`src/rtl/outport_uart_tx.sv`:
```
// outport_uart_tx
//   Serial observer for the mini CPU output port. Every word the CPU writes
//   through the OutPort strobe is queued in a small FIFO. The queued words are
//   sent on a UART line, WORD_BYTES bytes per word, with byte 0 (bits [7:0])
//   sent first.
//
//   Frame format:
//     - default build: 8N1 (start, 8 data bits LSB first, stop)
//     - OUTPORT_TX_PARITY_EN defined: 8E1. An even parity bit is inserted
//       between the last data bit and the stop bit. The port list is identical
//       in both builds.
//
//   Handshake: out_wr is a one-cycle write strobe with no ready/back-pressure.
//   The word on out_data is accepted when the FIFO has room at that edge.
//   Room exists when count < FIFO_DEPTH, or when the FIFO is full but the
//   transmitter pops a word at the same edge. Any other write is dropped and
//   sets the sticky overflow flag. The flag is held until Reset.
//
//   The FSM state is held in the internal signal 'state' so that checkers can
//   observe it:
//     IDLE -> START -> DATA -> (PAR) -> STOP

`timescale 1ns/1ps

module outport_uart_tx #(
  parameter int CLKS_PER_BIT = 16,
  parameter int FIFO_DEPTH   = 4,
  parameter int WORD_BYTES   = 1
) (
  input  logic        clock,
  input  logic        Reset,
  input  logic [31:0] out_data,
  input  logic        out_wr,
  output logic        tx,
  output logic        busy,
  output logic        empty,
  output logic        full,
  output logic        overflow
);

  // Derived widths
  localparam int CW = $clog2(CLKS_PER_BIT);
  localparam int PW = $clog2(FIFO_DEPTH);
  localparam int BW = (WORD_BYTES > 1) ? $clog2(WORD_BYTES) : 1;

  localparam logic [CW-1:0] CNT_LAST  = CW'(CLKS_PER_BIT - 1);
  localparam logic [PW:0]   CNT_FULL  = (PW + 1)'(FIFO_DEPTH);
  localparam logic [BW-1:0] BYTE_LAST = BW'(WORD_BYTES - 1);

  // FSM encoding
  localparam logic [2:0] S_IDLE  = 3'd0;
  localparam logic [2:0] S_START = 3'd1;
  localparam logic [2:0] S_DATA  = 3'd2;
`ifdef OUTPORT_TX_PARITY_EN
  localparam logic [2:0] S_PAR   = 3'd3;
`endif
  localparam logic [2:0] S_STOP  = 3'd4;

  // FIFO storage and bookkeeping
  logic [31:0]   mem [FIFO_DEPTH];
  logic [PW-1:0] wr_ptr;
  logic [PW-1:0] rd_ptr;
  logic [PW:0]   count;
  logic          ovf_r;

  // Transmitter
  logic [2:0]    state;
  logic [CW-1:0] clk_cnt;   // cycles spent in the current serial bit
  logic [2:0]    bit_idx;   // data bit being sent, 0..7
  logic [BW-1:0] byte_idx;  // byte of the current word being sent
  logic [31:0]   word;      // word being serialised
  logic          tx_r;
  logic          busy_r;

  // Combinational helpers
  logic          empty_w;
  logic          full_w;
  logic          bit_end;
  logic          last_byte;
  logic [7:0]    cur_byte;
  logic          pop;
  logic          push;

  // Status decode, byte select and FIFO push/pop qualification
  always_comb begin
    empty_w   = (count == '0);
    full_w    = (count == CNT_FULL);
    bit_end   = (clk_cnt == CNT_LAST);
    last_byte = (byte_idx == BYTE_LAST);
    cur_byte  = 8'(word >> {byte_idx, 3'b000});
    // A word is taken from the FIFO when the line is idle, or at the very end
    // of the stop bit of a word's last byte. The second case keeps
    // back-to-back words without an idle gap.
    pop  = !empty_w &&
           ((state == S_IDLE) ||
            ((state == S_STOP) && bit_end && last_byte));
    // A pop at the same edge frees a slot, so a full FIFO can still accept.
    push = out_wr && (!full_w || pop);
  end

  // FIFO pointers, occupancy and sticky overflow flag
  always_ff @(posedge clock) begin
    if (!Reset) begin
      wr_ptr <= '0;
      rd_ptr <= '0;
      count  <= '0;
      ovf_r  <= 1'b0;
    end else begin
      if (push) begin
        wr_ptr <= wr_ptr + 1'b1;
      end
      if (pop) begin
        rd_ptr <= rd_ptr + 1'b1;
      end
      case ({push, pop})
        2'b10:   count <= count + 1'b1;
        2'b01:   count <= count - 1'b1;
        default: count <= count;
      endcase
      if (out_wr && !push) begin
        ovf_r <= 1'b1;
      end
    end
  end

  // FIFO data storage; contents are only read while count is non-zero
  always_ff @(posedge clock) begin
    if (push) begin
      mem[wr_ptr] <= out_data;
    end
  end

  // Frame sequencer: drives the serial line and the busy flag
  always_ff @(posedge clock) begin
    if (!Reset) begin
      state    <= S_IDLE;
      clk_cnt  <= '0;
      bit_idx  <= 3'd0;
      byte_idx <= '0;
      word     <= 32'd0;
      tx_r     <= 1'b1;
      busy_r   <= 1'b0;
    end else begin
      case (state)
        S_IDLE: begin
          clk_cnt <= '0;
          if (!empty_w) begin
            word     <= mem[rd_ptr];
            byte_idx <= '0;
            tx_r     <= 1'b0;
            busy_r   <= 1'b1;
            state    <= S_START;
          end else begin
            tx_r   <= 1'b1;
            busy_r <= 1'b0;
          end
        end

        S_START: begin
          if (bit_end) begin
            clk_cnt <= '0;
            bit_idx <= 3'd0;
            tx_r    <= cur_byte[0];
            state   <= S_DATA;
          end else begin
            clk_cnt <= clk_cnt + 1'b1;
          end
        end

        S_DATA: begin
          if (bit_end) begin
            clk_cnt <= '0;
            if (bit_idx == 3'd7) begin
`ifdef OUTPORT_TX_PARITY_EN
              tx_r  <= ^cur_byte;
              state <= S_PAR;
`else
              tx_r  <= 1'b1;
              state <= S_STOP;
`endif
            end else begin
              bit_idx <= bit_idx + 3'd1;
              tx_r    <= cur_byte[bit_idx + 3'd1];
            end
          end else begin
            clk_cnt <= clk_cnt + 1'b1;
          end
        end

`ifdef OUTPORT_TX_PARITY_EN
        S_PAR: begin
          if (bit_end) begin
            clk_cnt <= '0;
            tx_r    <= 1'b1;
            state   <= S_STOP;
          end else begin
            clk_cnt <= clk_cnt + 1'b1;
          end
        end
`endif

        S_STOP: begin
          if (bit_end) begin
            clk_cnt <= '0;
            if (!last_byte) begin
              // Next byte of the same word
              byte_idx <= byte_idx + 1'b1;
              tx_r     <= 1'b0;
              state    <= S_START;
            end else if (!empty_w) begin
              // Next word follows immediately; busy stays high
              word     <= mem[rd_ptr];
              byte_idx <= '0;
              tx_r     <= 1'b0;
              state    <= S_START;
            end else begin
              tx_r   <= 1'b1;
              busy_r <= 1'b0;
              state  <= S_IDLE;
            end
          end else begin
            clk_cnt <= clk_cnt + 1'b1;
          end
        end

        default: begin
          clk_cnt <= '0;
          tx_r    <= 1'b1;
          busy_r  <= 1'b0;
          state   <= S_IDLE;
        end
      endcase
    end
  end

  // Output mapping
  always_comb begin
    tx       = tx_r;
    busy     = busy_r;
    empty    = empty_w;
    full     = full_w;
    overflow = ovf_r;
  end

endmodule

```
`config.mk`:
```
export PLATFORM = sky130hd
export DESIGN_NAME = outport_uart_tx
export DESIGN_NICKNAME = d
export VERILOG_FILES = /design/src/rtl/outport_uart_tx.sv
export SDC_FILE = /design/constraint.sdc
export NUM_CORES = 1
export LEC_CHECK = 0
export BUFFER_PORTS_ARGS = -buffer_cell sky130_fd_sc_hd__buf_2
export CORE_UTILIZATION = 56
export CTS_CLUSTER_SIZE = 30
export DETAILED_ROUTE_END_ITERATION = 10
export MAX_ROUTING_LAYER = met4
export PLACE_DENSITY = 0.79
export RECOVER_POWER = 25
export SLEW_MARGIN = 30
export SYNTH_ARGS = -nofsm -noshare
export SYNTH_HDL_FRONTEND = slang
export SYNTH_SLANG_ARGS = --single-unit
```
`constraint.sdc`:
```
create_clock -name clock -period 2.8 [get_ports clock]
set_input_delay 0.28 -clock clock [delete_from_list [all_inputs] [get_ports clock]]
set_output_delay 0.28 -clock clock [all_outputs]
set_load 0.05 [all_outputs]
```
After elaboration in Yosys (flattened, before gate mapping)
Memories as Yosys holds them, arrays and structs flattened. A register that Yosys moved wholly into a read port is not among the register bits.
Index checks and enable logic that the tools add are counted.
{"block": "totals", "regBits": 53, "latch_bits": 0, "ramBits": 128, "rom_bits": 0, "in_bits": 35, "output_inout_bits": 5, "word_cells": 104, "mem_count": 1}
{"block": "classes", "addsub": 7, "n_mul": 0, "div_mod_pow": 0, "order_cmp": 1, "eq_ne": 16, "shift": 1, "mux": 39, "bitwise": 4, "reduce_logical": 24}
{"memory": "mem", "depth": 4, "width": 32, "read_ports": 1, "rd_ports_with_merged_regs": 1, "write_ports": 1, "line_no": "60", "source": "logic [31:0] mem [FIFO_DEPTH];"}
{"operator": "two-way mux 32 bit", "n": 3}
{"operator": "case mux 32 bit (2 select lines)", "n": 1}
{"operator": ">> shifter 32 x 4 -> 8 bit", "n": 1}
{"operator": "two-way mux 3 bit", "n": 8}
{"operator": "two-way mux 1 bit", "n": 18}
{"operator": "inequality test 2 bit, second input constant", "n": 8}
{"operator": "case mux 3 bit (2 select lines)", "n": 2}
{"operator": "case mux 3 bit (4 select lines)", "n": 1}
{"operator": "== test 3 bit, second input constant", "n": 3}
{"operator": "AND reduction 3 bit", "n": 3}
{"operator": "AND reduction 4 bit", "n": 2}
{"operator": "adder 3 x 1 -> 3 bit, second input constant", "n": 2}
{"operator": "logical NOT 3 bit", "n": 2}
{"operator": "nonzero test 2 bit", "n": 3}
{"operator": "OR reduction 3 bit", "n": 2}
{"operator": "logical AND 1 bit", "n": 5}
{"operator": "AND reduction 5 bit", "n": 1}
{"operator": "adder 2 x 1 -> 2 bit, second input constant", "n": 2}
{"operator": "adder 4 x 1 -> 4 bit, second input constant", "n": 1}
{"operator": "== test 4 bit, second input constant", "n": 1}
{"operator": "< comparator 3 x 4 -> 1 bit, second input constant", "n": 1}
{"operator": "two-way mux 2 bit", "n": 2}
{"operator": "NOT 1 bit", "n": 4}
{"operator": "case mux 1 bit (4 select lines)", "n": 1}
{"operator": "12 further kinds", "n": 15}

Logic depth before layout (Yosys ltp)
Gate-level depths: netlist of the first run.
{"block": "depth", "word_depth": 9, "depth_mapped": 9, "mapped_depth_nobuf": 9}

Worst setup path after synthesis of the first run
No wires, ideal clock.
{"block": "synth_path", "kind": "flip-flop to flip-flop", "start": "register count[2]", "end": "memory mem[0][0] (enable)", "setup_ns": 0.277, "arrival_ns": 2.302, "required_time_ns": 2.523, "slack_ns": 0.221, "stages_incl_launch_ff": 4, "n_path_buf": 0, "period_less_slack_ns": 2.579, "cell_sequence": "dfxtp_1 > nor3b_1 > a21boi_4 > and2_1"}
{"block": "synth_between", "elab_cells_between_ends": 9, "classes_between": "eq/ne (1); mux (2); reduce/logical (6)"}
{"item": "start, declared", "line_no": "63", "source": "logic [PW:0] count;"}
{"item": "start signal, assigned", "line_no": "116", "source": "2'b10: count <= count + 1'b1;"}
{"item": "start signal, assigned", "line_no": "117", "source": "2'b01: count <= count - 1'b1;"}
{"item": "start signal, assigned", "line_no": "118", "source": "default: count <= count;"}
{"item": "== test 3 bit", "line_no": "87", "source": "full_w = (count == CNT_FULL);"}
{"item": "via full", "line_no": "37", "source": "output logic full,"}
{"item": "logical NOT 1 bit", "line_no": "98", "source": "push = out_wr && (!full_w || pop);"}
{"item": "logical OR 1 bit", "line_no": "98"}
{"item": "logical AND 1 bit", "line_no": "98"}
{"item": "two-way mux 1 bit", "line_no": "128", "source": "if (push) begin"}
{"item": "two-way mux 1 bit (not written as such)", "line_no": "129", "source": "mem[wr_ptr] <= out_data;"}
{"item": "end, declared", "line_no": "60"}
The timed path passes the listed nets, and every way through them passes these cells.

Worst setup path after layout of the first run
{"block": "layout_path", "start": "register clk_cnt[0]", "end": "register count[2]"}
{"block": "layout_between", "elab_chain_len": 9, "elab_cells_between_ends": 11, "classes_between": "eq/ne (3); mux (1); reduce/logical (7)"}
{"item": "start, declared", "line_no": "68", "source": "logic [CW-1:0] clk_cnt;"}
{"item": "start signal, assigned", "line_no": "166", "source": "clk_cnt <= clk_cnt + 1'b1;"}
{"item": "start signal, assigned", "line_no": "186", "source": "clk_cnt <= clk_cnt + 1'b1;"}
{"item": "start signal, assigned", "line_no": "222", "source": "clk_cnt <= clk_cnt + 1'b1;"}
{"item": "== test 4 bit (*)", "line_no": "88", "source": "bit_end = (clk_cnt == CNT_LAST);"}
{"item": "logical AND 1 bit (*) (2 in a row)", "line_no": "96", "source": "((state == S_STOP) && bit_end && last_byte));"}
{"item": "logical OR 1 bit (*)", "line_no": "95", "source": "((state == S_IDLE) ||"}
{"item": "logical AND 1 bit (*)", "line_no": "94", "source": "pop = !empty_w &&"}
{"item": "logical OR 1 bit", "line_no": "98"}
{"item": "logical AND 1 bit", "line_no": "98"}
{"item": "== test 2 x 1 -> 1 bit / == test 2 bit (equally long branches)", "line_no": "115", "source": "case ({push, pop})"}
{"item": "case mux 3 bit (2 select lines) / nonzero test 2 bit (equally long branches)"}
Every way passes the cells marked *; elsewhere a longest branch is shown, timed or not.
A chain may end at the register's enable or synchronous reset.

==> insert_results.sql, run 1 <==
INSERT INTO impl_metrics (metric_group, metric, value, unit) VALUES
('yosys', 'post_synthesis_cells', '208', ''),
('yosys', 'synth.yosys.seq_area_share', '58.02', '%'),
('floorplanning', 'die_area', '5087', 'um^2'),
('setup_path', 'arrival', '2.68', 'ns'),
('setup_path', 'regToRegSetupSlack', '0.35', 'ns'),
('setup_path', 'maximum_fanout_encountered_on_the_critical_timing_path', '8', ''),
('floorplanning', 'rows', '24', ''),
('setup_path', 'category_of_the_worst_setup_path_capture_point', 'flip-flop', ''),
('timing', 'setup_slack_of_the_critical_path_after_layout', '0.3542', 'ns'),
('timing', 'totalNegativeSetupSlack', '0', 'ns'),
('layout', 'design.final.nets', '269', ''),
('layout', 'layout.cells.most_common', 'sky130_fd_sc_hd__edfxtp_1', ''),
('setup_path', 'setup.worst_path.class', 'reg -> reg', ''),
('timing', 'max_freq', '408.9', 'MHz'),
('cts', 'worst_skew_pair.late_latency', '0.34', 'ns'),
('placed_design', 'routabilityCongestion', '0.7904', ''),
('layout', 'layout.cells.most_common_list', '32 x sky130_fd_sc_hd__edfxtp_1, 30 x sky130_fd_sc_hd__dfxtp_1, 24 x sky130_fd_sc_hd__nand2_1', ''),
('power_and_ir_drop', 'power-per-cell-area', '963.2', 'nW/um^2'),
('setup_path', 'worst_setup_path_startpoint', 'clk_cnt[0]$_SDFF_PP0_', ''),
('placed_design', 'port_buffers', '15', ''),
('setup_path', 'setup.worst_path.end', 'count[2]$_SDFFE_PN0P_', ''),
('cts', 'cts-buffers-inserted', '9', ''),
('timing', 'setup_violations_final', '0', ''),
('status', 'failed_checks', 'DRC', ''),
('floorplanning', 'die_w', '71.33', 'um'),
('cts', 'path_clk_slew', '0.07', 'ns'),
('global_routing', 'grt_pass1_vias', '1529', ''),
('global_routing', 'grt_max_degree', '30', ''),
('timing', 'finalHoldViolCount', '0', ''),
('floorplanning', 'floorplan.initialDensity', '60.15', '%'),
('setup_path', 'reg2reg_depth', '9', ''),
('setup_path', 'cp.buffers_inverters', '0', ''),
('drt', 'finalWirelength', '4168', 'um'),
('power_and_ir_drop', 'ir_drop', '0.5645', 'mV'),
('layout', 'antennaDiodeCount', '0', ''),
('global_routing', 'number_of_antenna_violations_at_the_first_check_in_global_routing', '0', ''),
('yosys', 'synth_fp_nets', '251', ''),
('setup_path', 'startpoint_class_of_the_critical_path', 'flip-flop', ''),
('yosys', 'synth-seq-cells', '62', ''),
('layout', 'final_layout_size_suffix_gt1_share', '17.32', '%'),
('floorplanning', 'top_level_ports', '40', ''),
('setup_path', 'crit-reg2reg-capture', 'count[2]$_SDFFE_PN0P_', ''),
('setup_path', 'cp_top_family', 'simple AND/OR/NAND/NOR gates', ''),
('cts', 'level_count_of_the_clock_h_tree', '3', ''),
('cts', 'cts_tree', 'built', ''),
('floorplanning', 'die_h', '71.33', 'um'),
('global_routing', 'global_route_wire_length_before_repair', '7196', 'um'),
('setup_path', 'cp_slowest_stage_delay', '0.41', 'ns'),
('drt', 'drc', '1', ''),
('flow_run', 'cap_viol_max_count', '0', ''),
('timing', 'final.period_utilization', '87.35', '%'),
('status', 'run_status', 'finished with violations', ''),
('worst_hold_path', 'holdCritPathClass', 'in -> reg', ''),
('drt', 'routed_via_density', '5.477', ''),
('timing', 'max_slew.worst_pin.slew', '0.7029', 'ns'),
('yosys', 'yosysUniqueCellTypes', '42', ''),
('cts', 'post-cts-setup-buffer-count', '0', ''),
('setup_path', 'cp.required', '3.04', 'ns'),
('setup_path', 'timing.rr.start', 'clk_cnt[0]$_SDFF_PP0_', ''),
('power_and_ir_drop', 'power.leakage', '1.063', 'nW'),
('setup_path', 'worst_path_max_delay_cell', 'sky130_fd_sc_hd__fa_1', ''),
('drt', 'drt_iter0_drc', '104', ''),
('global_routing', 'grt_remaining_overflow', '0', ''),
('placed_design', 'worst_setup_slack_after_placement', '0.3500', 'ns'),
('placed_design', 'hpwl', '2868', 'um'),
('global_routing', 'grt_util_all_layers', '20.19', '%'),
('yosys', 'synth_top_area_cell', 'sky130_fd_sc_hd__edfxtp_1', ''),
('timing', 'holdWs', '0.1676', 'ns'),
('yosys', 'area_share_of_the_largest_cell_type_after_synthesis', '35.70', '%'),
('layout', 'area_growth_syn_to_layout', '11.34', '%'),
('setup_path', 'cp_cell_sequence', 'ha_1 > nand3_4 > a2111oi_4 > nand2b_1 > fa_1 > nor3b_1 > mux2i_1 > xnor2_1 > and2_1', '');
cell families (layout without fill, tap and decap cells):
logic type               count (synthesis)  count (layout)  synth area share, %
AND/OR/NAND/NOR                         67              67                13.44
flip-flops                              62              62                58.02
AO/OA/AOI/OAI                           29              29                9.066
multiplexers                            18              18                10.88
buffers and inverters                   18              41                2.650
adder cells (fa/ha/maj)                  8               8                3.998
XOR/XNOR                                 6               6                1.953
synth_stat cells, drive strengths merged:
cell,number
a2111o,1
a2111oi,1
a211oi,1
a21boi,11
a21oi,2
a22oi,1
a31oi,2
a41o,1
and2,9
and3,2
and4b,1
buf,4
clkbuf,6
dfxtp,30
edfxtp,32
fa,1
ha,7
inv,8
mux2i,9
mux4,9
nand2,24
nand2b,7
nand3,4
nand3b,1
nand4,1
nor2,6
nor2b,5
nor3,3
nor3b,3
o21a,2
o21ai,3
o22a,1
o22ai,1
o2bb2ai,1
o311a,1
or3,1
xnor2,5
xor2,1
state kept, by name (all words and copies together), names as in the netlist, named ones only:
register,cells
bit_idx,3
busy,1
clk_cnt,4
count,3
mem,32
overflow,1
rd_ptr,2
state,3
tx,1
word,8
wr_ptr,2
worst min-delay path by stage:
stage	end	cells past startpoint	slack, ns	startpoint
floorplan	mem[0][0]$_DFFE_PP_	0	0.38	out_data[0]
global placement	clk_cnt[0]$_SDFF_PP0_	1	0.43	clk_cnt[0]$_SDFF_PP0_
detailed placement	clk_cnt[0]$_SDFF_PP0_	1	0.44	clk_cnt[0]$_SDFF_PP0_
CTS	mem[0][0]$_DFFE_PP_	1	0.14	out_data[0]
global route	mem[3][2]$_DFFE_PP_	1	0.16	out_data[2]
finish	mem[3][2]$_DFFE_PP_	1	0.17	out_data[2]
routing by layer:
metal	GRT usage (%)	routed length, um	up-vias
li1	-	-	788
met1	23.93	1980	730
met2	29.95	1976	23
met3	5.907	112	9
met4	13.56	98	0
met5	-	0	-
power by group:
group	internal (mW)	leakage, nW	switching, mW	total, mW
registers	1.12	0.539	0.125	1.25
clock network	0.417	0.0931	0.361	0.778
logic	0.395	0.431	0.467	0.862
total	1.93	1.06	0.953	2.89
per-stage QoR:
step	power, mW	std cells	utilization (%)
global placement	2.111	267	62.70
CTS	2.913	283	67.14
floorplan	1.941	208	-
detailed placement	2.137	267	62.70
finish	2.886	283	66.97
global route	3.058	283	66.97
final cells by class:
cell class	count	area (um^2)
well taps	52	65.06
multi-input cells	128	1059
inverters	8	30.03
clock buffers	10	127.6
flip-flops and latches	62	1562
fillers	340	1478
repair buffers	17	82.58
clock inverters	6	71.32
worst register-to-register path, delay by kind of cell, from the launching register on:
family	cells	cell delay, ns
AND/OR/NAND/NOR	4	0.68
adder cells (fa/ha/maj)	2	0.67
AO/OA/AOI/OAI	1	0.40
flip-flops	1	0.36
XOR/XNOR	1	0.13
multiplexers	1	0.12
Note: power is estimated with default switching activity, not from simulation.
==> run 2: changes to the inputs <==
CORE_UTILIZATION = 30   (was 56)
PLACE_DENSITY = unset   (was 0.79)
==> run 2 against run 1 <==
Effect of this change: core utilization down 32 points; the flow now finishes without violations; cell area rose by 2.3%; worst setup slack worse by 0.039 ns; combinational power hardly changed; die area grew 84%; clock-buffer cell count fell by 1; maximum frequency down 1.6%; sequential power hardly changed; critical endpoint unchanged; clock power about the same; hold slack gained 0.0033 ns; global-route usage decreased by 9.1 points.
==> insert_results.sql, run 2 (synthesis results as in run 1) <==
INSERT INTO impl_metrics (metric_group, metric, value, unit) VALUES
('power_and_ir_drop', 'power-per-cell-area', '941.9', 'nW/um^2'),
('layout', 'final_layout_size_suffix_gt1_share', '16.88', '%'),
('drt', 'drt_iter0_drc', '50', ''),
('cts', 'cts_root_buffer', 'sky130_fd_sc_hd__clkbuf_8', ''),
('drt', 'antenna_nets_post_route', '0', ''),
('timing', 'grt_setup_unrepaired', 'no', ''),
('layout', 'antennaDiodeCount', '0', ''),
('cts', 'cts-buffers-inserted', '9', ''),
('worst_hold_path', 'holdCritPathClass', 'in -> reg', ''),
('flow_run', 'cap_viol_max_count', '0', ''),
('layout', 'final_cell_area', '3064', 'um^2'),
('cts', 'path_clk_slew', '0.07', 'ns'),
('drt', 'first_pass_iters', '4', ''),
('drt', 'route.vias.total', '1569', ''),
('timing', 'max_freq', '402.5', 'MHz'),
('floorplanning', 'placeableCoreArea', '8721', 'um^2'),
('cts', 'clockBufferDepth', '2', ''),
('placed_design', 'port_buffers', '15', ''),
('drt', 'wire_per_inst', '13.02', 'um'),
('timing', 'final.period_utilization', '88.74', '%'),
('layout', 'largestRegisters', 'mem: 32 flops, word: 8 flops, clk_cnt: 4 flops', ''),
('timing', 'finalHoldViolCount', '0', ''),
('floorplanning', 'top_level_ports', '40', ''),
('layout', 'area_growth_syn_to_layout', '13.85', '%'),
('layout', 'layout.cells.most_common', 'sky130_fd_sc_hd__edfxtp_1', ''),
('drt', 'finalWirelength', '4414', 'um'),
('floorplanning', 'floorplan.initialDensity', '30.86', '%'),
('setup_path', 'category_of_the_worst_setup_path_capture_point', 'flip-flop', ''),
('global_routing', 'grt_remaining_overflow', '0', ''),
('global_routing', 'number_of_antenna_violations_at_the_first_check_in_global_routing', '0', ''),
('layout', 'layout.cells.most_common_list', '32 x sky130_fd_sc_hd__edfxtp_1, 30 x sky130_fd_sc_hd__dfxtp_1, 24 x sky130_fd_sc_hd__nand2_1', ''),
('cts', 'clock_sinks', '62', ''),
('setup_path', 'worst_path_max_delay_cell', 'sky130_fd_sc_hd__a2111oi_4', ''),
('global_routing', 'grt_pass1_vias', '1528', ''),
('timing', 'worst_slew_margin_rel', '52.41', '%'),
('layout', 'largest_register_ffs', '32', ''),
('setup_path', 'setup.worst_path.class', 'reg -> reg', ''),
('placed_design', 'routabilityCongestion', '0.7195', ''),
('timing', 'totalNegativeSetupSlack', '0', 'ns'),
('setup_path', 'cp_slowest_stage_delay', '0.41', 'ns'),
('timing', 'min_period', '2.485', 'ns'),
('floorplanning', 'die_w', '96.72', 'um'),
('global_routing', 'grt_util_all_layers', '11.06', '%'),
('setup_path', 'startpoint_class_of_the_critical_path', 'flip-flop', ''),
('layout', 'fillerInstances', '864', ''),
('drt', 'routed_via_density', '4.628', ''),
('cts', 'level_count_of_the_clock_h_tree', '3', ''),
('power_and_ir_drop', 'ir_drop', '0.3542', 'mV'),
('cts', 'post-cts-setup-buffer-count', '0', ''),
('global_routing', 'global_route_wire_length_before_repair', '7714', 'um'),
('setup_path', 'maximum_fanout_encountered_on_the_critical_timing_path', '8', ''),
('floorplanning', 'die_h', '96.72', 'um'),
('setup_path', 'arrival', '2.72', 'ns'),
('timing', 'final_max_slew_viol_count', '0', ''),
('layout', 'largest_register', 'mem', ''),
('placed_design', 'hpwl', '2911', 'um'),
('floorplanning', 'die_area', '9354', 'um^2'),
('global_routing', 'grt_max_degree', '30', ''),
('drt', 'drc', '0', ''),
('cts', 'worst_skew_pair.late_latency', '0.34', 'ns'),
('cts', 'cts_hold_buffers', '0', ''),
('setup_path', 'cp_cell_sequence', 'ha_1 > nand3_4 > a2111oi_4 > nand2b_1 > fa_1 > nor3b_1 > mux2i_1 > xnor2_1 > and2_1', ''),
('layout', 'design.final.nets', '269', ''),
('cts', 'post_cts_resized', '0', ''),
('timing', 'max_slew.worst_pin.slew', '0.7123', 'ns'),
('timing', 'timing.clock.skew', '0.007716', 'ns'),
('cts', 'cts_tree', 'built', ''),
('timing', 'setup_violations_final', '0', ''),
('status', 'run_status', 'finished, final reports clean', ''),
('placed_design', 'placedInstanceArea', '2875', 'um^2'),
('setup_path', 'cp.required', '3.03', 'ns'),
('power_and_ir_drop', 'power.leakage', '1.056', 'nW'),
('floorplanning', 'rows', '34', '');
==> run 2: cell types whose count changed in the layout (fill, tap and decap cells not counted) <==
| cell | previous run | this run |
|---|---|---|
| sky130_fd_sc_hd__buf_2 | 9 | 8 |
| sky130_fd_sc_hd__clkinv_1 | 0 | 1 |
| sky130_fd_sc_hd__clkinv_4 | 2 | 1 |
| sky130_fd_sc_hd__clkinvlp_4 | 2 | 3 |
==> run 2: cell type report <==
type / instances / area, um^2 / area share, %
flip-flops and latches: 62 / 1562 / 50.96
multi-input cells: 128 / 1059 / 34.54
well taps: 108 / 135.1 / 4.410
clock buffers: 9 / 123.9 / 4.042
repair buffers: 17 / 81.33 / 2.654
clock inverters: 7 / 73.82 / 2.409
inverters: 8 / 30.03 / 0.9800
==> run 2: stage by stage <==
step           util (%)  hold WS (ns)  total power [mW]  setup slack [ns]  cells
2_1_floorplan         -        0.3789             1.941            0.2207    208
3_3_place_gp      32.97        0.4336             2.129            0.3854    323
3_5_place_dp      32.97        0.4403             2.143            0.3258    323
4_1_cts           35.24        0.1354             2.935            0.2863    339
5_1_grt           35.14        0.1667             3.076            0.1304    339
6_report          35.14        0.1709             2.886            0.3153    339
==> run 2: final timing paths <==
check | startpoint | endpoint | slack (ns) | cells after the start
worst min register to register | clk_cnt[0]$_SDFF_PP0_ | clk_cnt[0]$_SDFF_PP0_ | 0.46 | 1
worst max register to register | clk_cnt[0]$_SDFF_PP0_ | count[2]$_SDFFE_PN0P_ | 0.32 | 9
worst max-delay path | clk_cnt[0]$_SDFF_PP0_ | count[2]$_SDFFE_PN0P_ | 0.32 | 9
worst min-delay path | out_data[0] | mem[2][0]$_DFFE_PP_ | 0.17 | 1
==> run 2: power by group <==
part           internal [mW]  switching, mW
Combinational          0.394          0.465
Sequential              1.12          0.130
Clock                  0.412          0.365
==> run 2: critical path: cells and delay by family, from the launching register on <==
kind                     cells  cell delay (ns)
AND/OR/NAND/NOR              4             0.70
adder cells (fa/ha/maj)      2             0.67
AO/OA/AOI/OAI                1             0.41
flip-flops                   1             0.36
XOR/XNOR                     1             0.13
multiplexers                 1             0.12
==> run 2: routing by layer <==
metal | vias to the layer above | GRT usage (%) | part of all wire, %
li1 | 797 | - | -
met1 | 743 | 13.88 | 48
met2 | 23 | 15.76 | 46
met3 | 6 | 3.468 | 3.8
met4 | 0 | 6.200 | 1.6
met5 | - | - | 0
